===== src/rtl/arith_pkg.sv =====
// Shared types and sizing helpers for the sequential arithmetic units
// (multiplier and divider family).
package arith_pkg;

  typedef enum logic [1:0] {
    IDLE = 2'd0,
    WORK = 2'd1,
    DONE = 2'd2
  } fsm_state_e;

  // Counter width able to hold LEN-1; never narrower than one bit.
  function automatic int cntWidth(input int len);
    return (len <= 2) ? 1 : $clog2(len);
  endfunction

endpackage


===== src/rtl/div_step.sv =====
// One restoring-division iteration: shift {R,Q} left, trial-subtract the
// divisor, and keep the difference only if it did not borrow.
module div_step #(
  parameter int LEN = 32
) (
  input  logic [LEN:0]   rem_i,
  input  logic [LEN-1:0] quo_i,
  input  logic [LEN-1:0] divisor_i,
  output logic [LEN:0]   rem_o,
  output logic [LEN-1:0] quo_o
);

  logic [LEN+1:0] shifted;
  logic [LEN+1:0] trial;

  // One guard bit above R so the borrow of the subtraction is the sign bit.
  always_comb begin
    shifted = {rem_i, quo_i[LEN-1]};
    trial   = shifted - {2'b00, divisor_i};
    if (!trial[LEN+1]) begin
      rem_o = trial[LEN:0];
      quo_o = {quo_i[LEN-2:0], 1'b1};
    end else begin
      rem_o = shifted[LEN:0];
      quo_o = {quo_i[LEN-2:0], 1'b0};
    end
  end

endmodule


===== src/rtl/seq_divider.sv =====
// Iterative unsigned restoring divider: one quotient bit per clock, with a
// start/finish handshake and a divide-by-zero flag.
module seq_divider
  import arith_pkg::*;
#(
  parameter int LEN = 32
) (
  input  logic           clk,
  input  logic           rst,
  input  logic [LEN-1:0] dividend,
  input  logic [LEN-1:0] divisor,
  input  logic           start,
  output logic [LEN-1:0] quotient,
  output logic [LEN-1:0] remainder,
  output logic           div_by_zero,
  output logic           busy,
  output logic           finish
);

  localparam int CW = cntWidth(LEN);

  fsm_state_e     state_q, state_d;
  logic [LEN-1:0] quo_q, quo_d;
  logic [LEN-1:0] divisor_q, divisor_d;
  logic [LEN:0]   rem_q, rem_d;
  logic [CW-1:0]  workCnt_q, workCnt_d;
  logic           dbz_q, dbz_d;
  logic [LEN:0]   stepRem;
  logic [LEN-1:0] stepQuo;

  div_step #(.LEN(LEN)) u_step (
    .rem_i    (rem_q),
    .quo_i    (quo_q),
    .divisor_i(divisor_q),
    .rem_o    (stepRem),
    .quo_o    (stepQuo)
  );

  always_ff @(posedge clk) begin
    if (!rst) begin
      state_q   <= IDLE;
      quo_q     <= '0;
      divisor_q <= '0;
      rem_q     <= '0;
      workCnt_q <= '0;
      dbz_q     <= 1'b0;
    end else begin
      state_q   <= state_d;
      quo_q     <= quo_d;
      divisor_q <= divisor_d;
      rem_q     <= rem_d;
      workCnt_q <= workCnt_d;
      dbz_q     <= dbz_d;
    end
  end

  // A zero divisor skips WORK entirely; DONE waits for start to drop so a
  // level-held start produces exactly one operation.
  always_comb begin
    state_d   = state_q;
    quo_d     = quo_q;
    divisor_d = divisor_q;
    rem_d     = rem_q;
    workCnt_d = workCnt_q;
    dbz_d     = dbz_q;
    case (state_q)
      IDLE: begin
        if (start) begin
          if (divisor == '0) begin
            quo_d   = '1;
            rem_d   = {1'b0, dividend};
            dbz_d   = 1'b1;
            state_d = DONE;
          end else begin
            divisor_d = divisor;
            quo_d     = dividend;
            rem_d     = '0;
            workCnt_d = CW'(LEN - 1);
            dbz_d     = 1'b0;
            state_d   = WORK;
          end
        end
      end
      WORK: begin
        rem_d = stepRem;
        quo_d = stepQuo;
        if (workCnt_q == '0) begin
          state_d = DONE;
        end else begin
          workCnt_d = workCnt_q - 1'b1;
        end
      end
      DONE: begin
        if (!start) begin
          state_d = IDLE;
        end
      end
      default: state_d = IDLE;
    endcase
  end

  assign quotient    = quo_q;
  assign remainder   = rem_q[LEN-1:0];
  assign div_by_zero = dbz_q;
  assign busy        = (state_q == WORK);
  assign finish      = (state_q == DONE);

endmodule


===== config.mk =====
export PLATFORM = sky130hd
export DESIGN_NAME = seq_divider
export DESIGN_NICKNAME = d
export VERILOG_FILES = /design/src/rtl/arith_pkg.sv /design/src/rtl/div_step.sv /design/src/rtl/seq_divider.sv
export SDC_FILE = /design/constraint.sdc
export NUM_CORES = 1
export LEC_CHECK = 0
export BUFFER_PORTS_ARGS = -buffer_cell sky130_fd_sc_hd__buf_2
export CORE_UTILIZATION = 61
export CTS_CLUSTER_SIZE = 25
export DETAILED_ROUTE_END_ITERATION = 8
export MAX_ROUTING_LAYER = met4
export PLACE_DENSITY = 0.83
export SLEW_MARGIN = 25
export SYNTH_ARGS = -nofsm -noshare
export SYNTH_HDL_FRONTEND = slang
export SYNTH_HIERARCHICAL = 1
export SYNTH_SLANG_ARGS = --single-unit

===== constraint.sdc =====
create_clock -name clk -period 6.6 [get_ports clk]
set_input_delay 0.33 -clock clk [delete_from_list [all_inputs] [get_ports clk]]
set_output_delay 0.33 -clock clk [all_outputs]
set_load 0.02 [all_outputs]

==> run metrics <==
Ys Warns 6; post_cts resized 0; row count 40; post-route DRC violation count 0; CP Launch Type flip-flop; CP Class reg -> reg; drt first pass iters 5; commonest non-fill, non-tap cell in the layout nand2_1; unrepaired setup endpoints after global routing no; Critical Path RT 6.85 ns; Slowest cell on crit path buf_4; Syn Area/Cell 8.56 µm²; area of the die 12,700 µm²; CTS sink count 105; worst slew pin tran 0.910 ns; Pins Over Slew Limit 0; largest family of logic cells by synthesized area compound AO/OA/AOI/OAI gates; Post-Syn Nets 974; most frequent cells in the layout nand2_1, buf_2, dfxtp_1; post-synthesis simple-gate area fraction 0.152; Crit. End Element flip-flop; # setup viols final 0; total gr overflow 0; CP max FO 39; Slew headroom 0.393; fin crit period 3.78 ns; share of layout cells above drive strength 1 0.241; post-synthesis register bit count 105; detailed-route vias per instance 6.11; H-tree levels 3; Starting Density 0.625; Worst VDD drop 0.000556 V; PD cells 528 nW/µm²; CORE AREA 12,000 µm²; hold buffers post-CTS 0; crit-path leading delay family compound AO/OA/AOI/OAI gates; fin util 0.652; Post-CTS Setup Inserts 0; leakage power 3.63 nW; pin count of the biggest net entering global routing 89; maxcap violations 0; Buffers on Ports 133; post-synthesis cell count 873; DR WL/cell 16.6 µm; antenna violations before repair 1; EDFF count, synth 0; CP bufs+invs 2; TritonCTS clock tree built; first-pass GRT wire length 28,700 µm; Cell variety after synth 71; DR vias 6,454; nets 1,005; CTS root buf clkbuf_16; Post-Synth XOR/XNOR Area 0.0340; Final ANT Viol Nets 0; Mapped Area 7480 µm²; gp weighted congestion 0.895; global-route usage over all layers 0.287; die height 113 µm; Fin. Hold Viols 0; Adder-Cell Fraction of Synth Area 0.0579; Post-Route WL 17,600 µm; CP arrival 4.03 ns; HPWL Detailed 12,400 µm; synthesis-to-layout area growth 4.27%; register area share after synthesis 0.281; Synth top area share 0.281; Fmax 265 MHz; top cells by area, synth dfxtp_1, nand2_1, buf_4; Inserted Clock Buffers 9; setup TNS 0 ns; worst path cell trace inv_1, ha_1, nand4_1, or3b_1, a211oi_2, o31ai_1, and3_4, o31ai_4, xor2_4, buf_4, mux2_1, a22o_2, a32o_1; clock latency on the worst-skew pair 0.36 ns; post-route clock period utilization 0.572; mux cell area share after synthesis 0.0830; Worst path max stage delay 0.46 ns; vias in the first global route 5,884; worst min path class in -> reg; ys flop type dfxtp_1; CTS clk-pin slew, worst paths 0.07 ns; Die X-Extent 113 µm; maximum root-to-sink buffer count 2; # IOs 134; status completed; 1st-iter DRT viols 654; Synth area leader dfxtp_1; Compound-Gate Fraction of Synth Area 0.249; post-synthesis async set-or-reset flop share 0; Final Skew 0.00772 ns
==> synth_stat cells, types with 4 or more instances <==
| library cell | number |
|---|---|
| buf_2 | 7 |
| a22o_2 | 28 |
| mux2_2 | 4 |
| nand2b_1 | 4 |
| nand3_1 | 5 |
| inv_1 | 40 |
| nand2_1 | 149 |
| xor2_1 | 10 |
| a21boi_0 | 4 |
| mux2_1 | 20 |
| nor4_2 | 4 |
| buf_4 | 70 |
| buf_6 | 6 |
| a32o_1 | 32 |
| nor4_4 | 5 |
| a21o_1 | 27 |
| a21oi_1 | 31 |
| nor2_1 | 25 |
| nand4_1 | 8 |
| dfxtp_1 | 105 |
| ha_1 | 33 |
| o31ai_1 | 5 |
| a31oi_1 | 36 |
| o211ai_1 | 4 |
| clkbuf_1 | 26 |
| clkbuf_8 | 13 |
| o21a_1 | 5 |
| a211oi_1 | 5 |
| nor2b_1 | 7 |
| xnor2_1 | 19 |
| mux2i_1 | 35 |
| a22o_1 | 4 |
| nor3_1 | 7 |
| o21ai_0 | 45 |
==> worst paths after layout <==
kind	end	slack [ns]	cells past startpoint	from
min reg2reg	divisor_q[26]	0.46	2	divisor_q[26]
max	rem_q[10]	2.82	13	divisor_q[12]
max reg2reg	rem_q[10]	2.82	13	divisor_q[12]
min	rem_q[4]	0.23	2	dividend[4]
==> per-stage QoR <==
stage          setup slack (ns)  total power [W]  std cells  instance area, µm²  hold slack, ns
2_1_floorplan              3.35          0.00324        873                7480           0.435
3_3_place_gp               2.93          0.00353       1039                7510           0.443
4_1_cts                    2.84          0.00410       1055                7780           0.220
3_5_place_dp               2.86          0.00358       1039                7510           0.448
5_1_grt                    2.55          0.00442       1057                7790           0.230
6_report                   2.82          0.00412       1057                7790           0.230
==> power breakdown <==
part	internal (W)	leakage [nW]	switching [W]
sequential	0.000742	0.862	0.000104
clock	0.000255	0.131	0.000253
combinational	0.00131	2.64	0.00145
total	0.00231	3.63	0.00181
==> state kept, by name, summed over array words and instances (netlist names) <==
signal,cells
quotient,32
workCnt_q,5
div_by_zero,1
divisor_q,32
state_q,2
rem_q,33
==> logic make-up (layout without fill, tap and decap cells) <==
family | count (synthesis) | after routing
other | 0 | 1
xor gates and xnor gates | 29 | 29
adders and majority gates | 34 | 34
buffers and inverters | 164 | 200
and+or+nand+nor | 231 | 231
muxes | 59 | 59
DFF | 105 | 105
AOI/OAI and AO/OA | 251 | 251
==> metal layers <==
metal | vias up | wire [µm] | track usage | share of wire
met5 | - | 0 | - | 0
li1 | 3137 | - | - | -
met3 | 39 | 1060 | 0.0321 | 0.060
met1 | 3033 | 7940 | 0.376 | 0.45
met2 | 245 | 8110 | 0.453 | 0.46
met4 | 0 | 478 | 0.117 | 0.027
==> layout make-up <==
cell class              instances  area, µm²
inverters                      41        154
diodes                          1       2.50
flip-flops and latches        105       2100
fillers                      1050       4170
multi-input cells             604       4340
repair buffers                143        743
well taps                     147        184
clock buffers                   9        225
clock inverters                 7       47.5
Power figures use the tool's default switching activity.
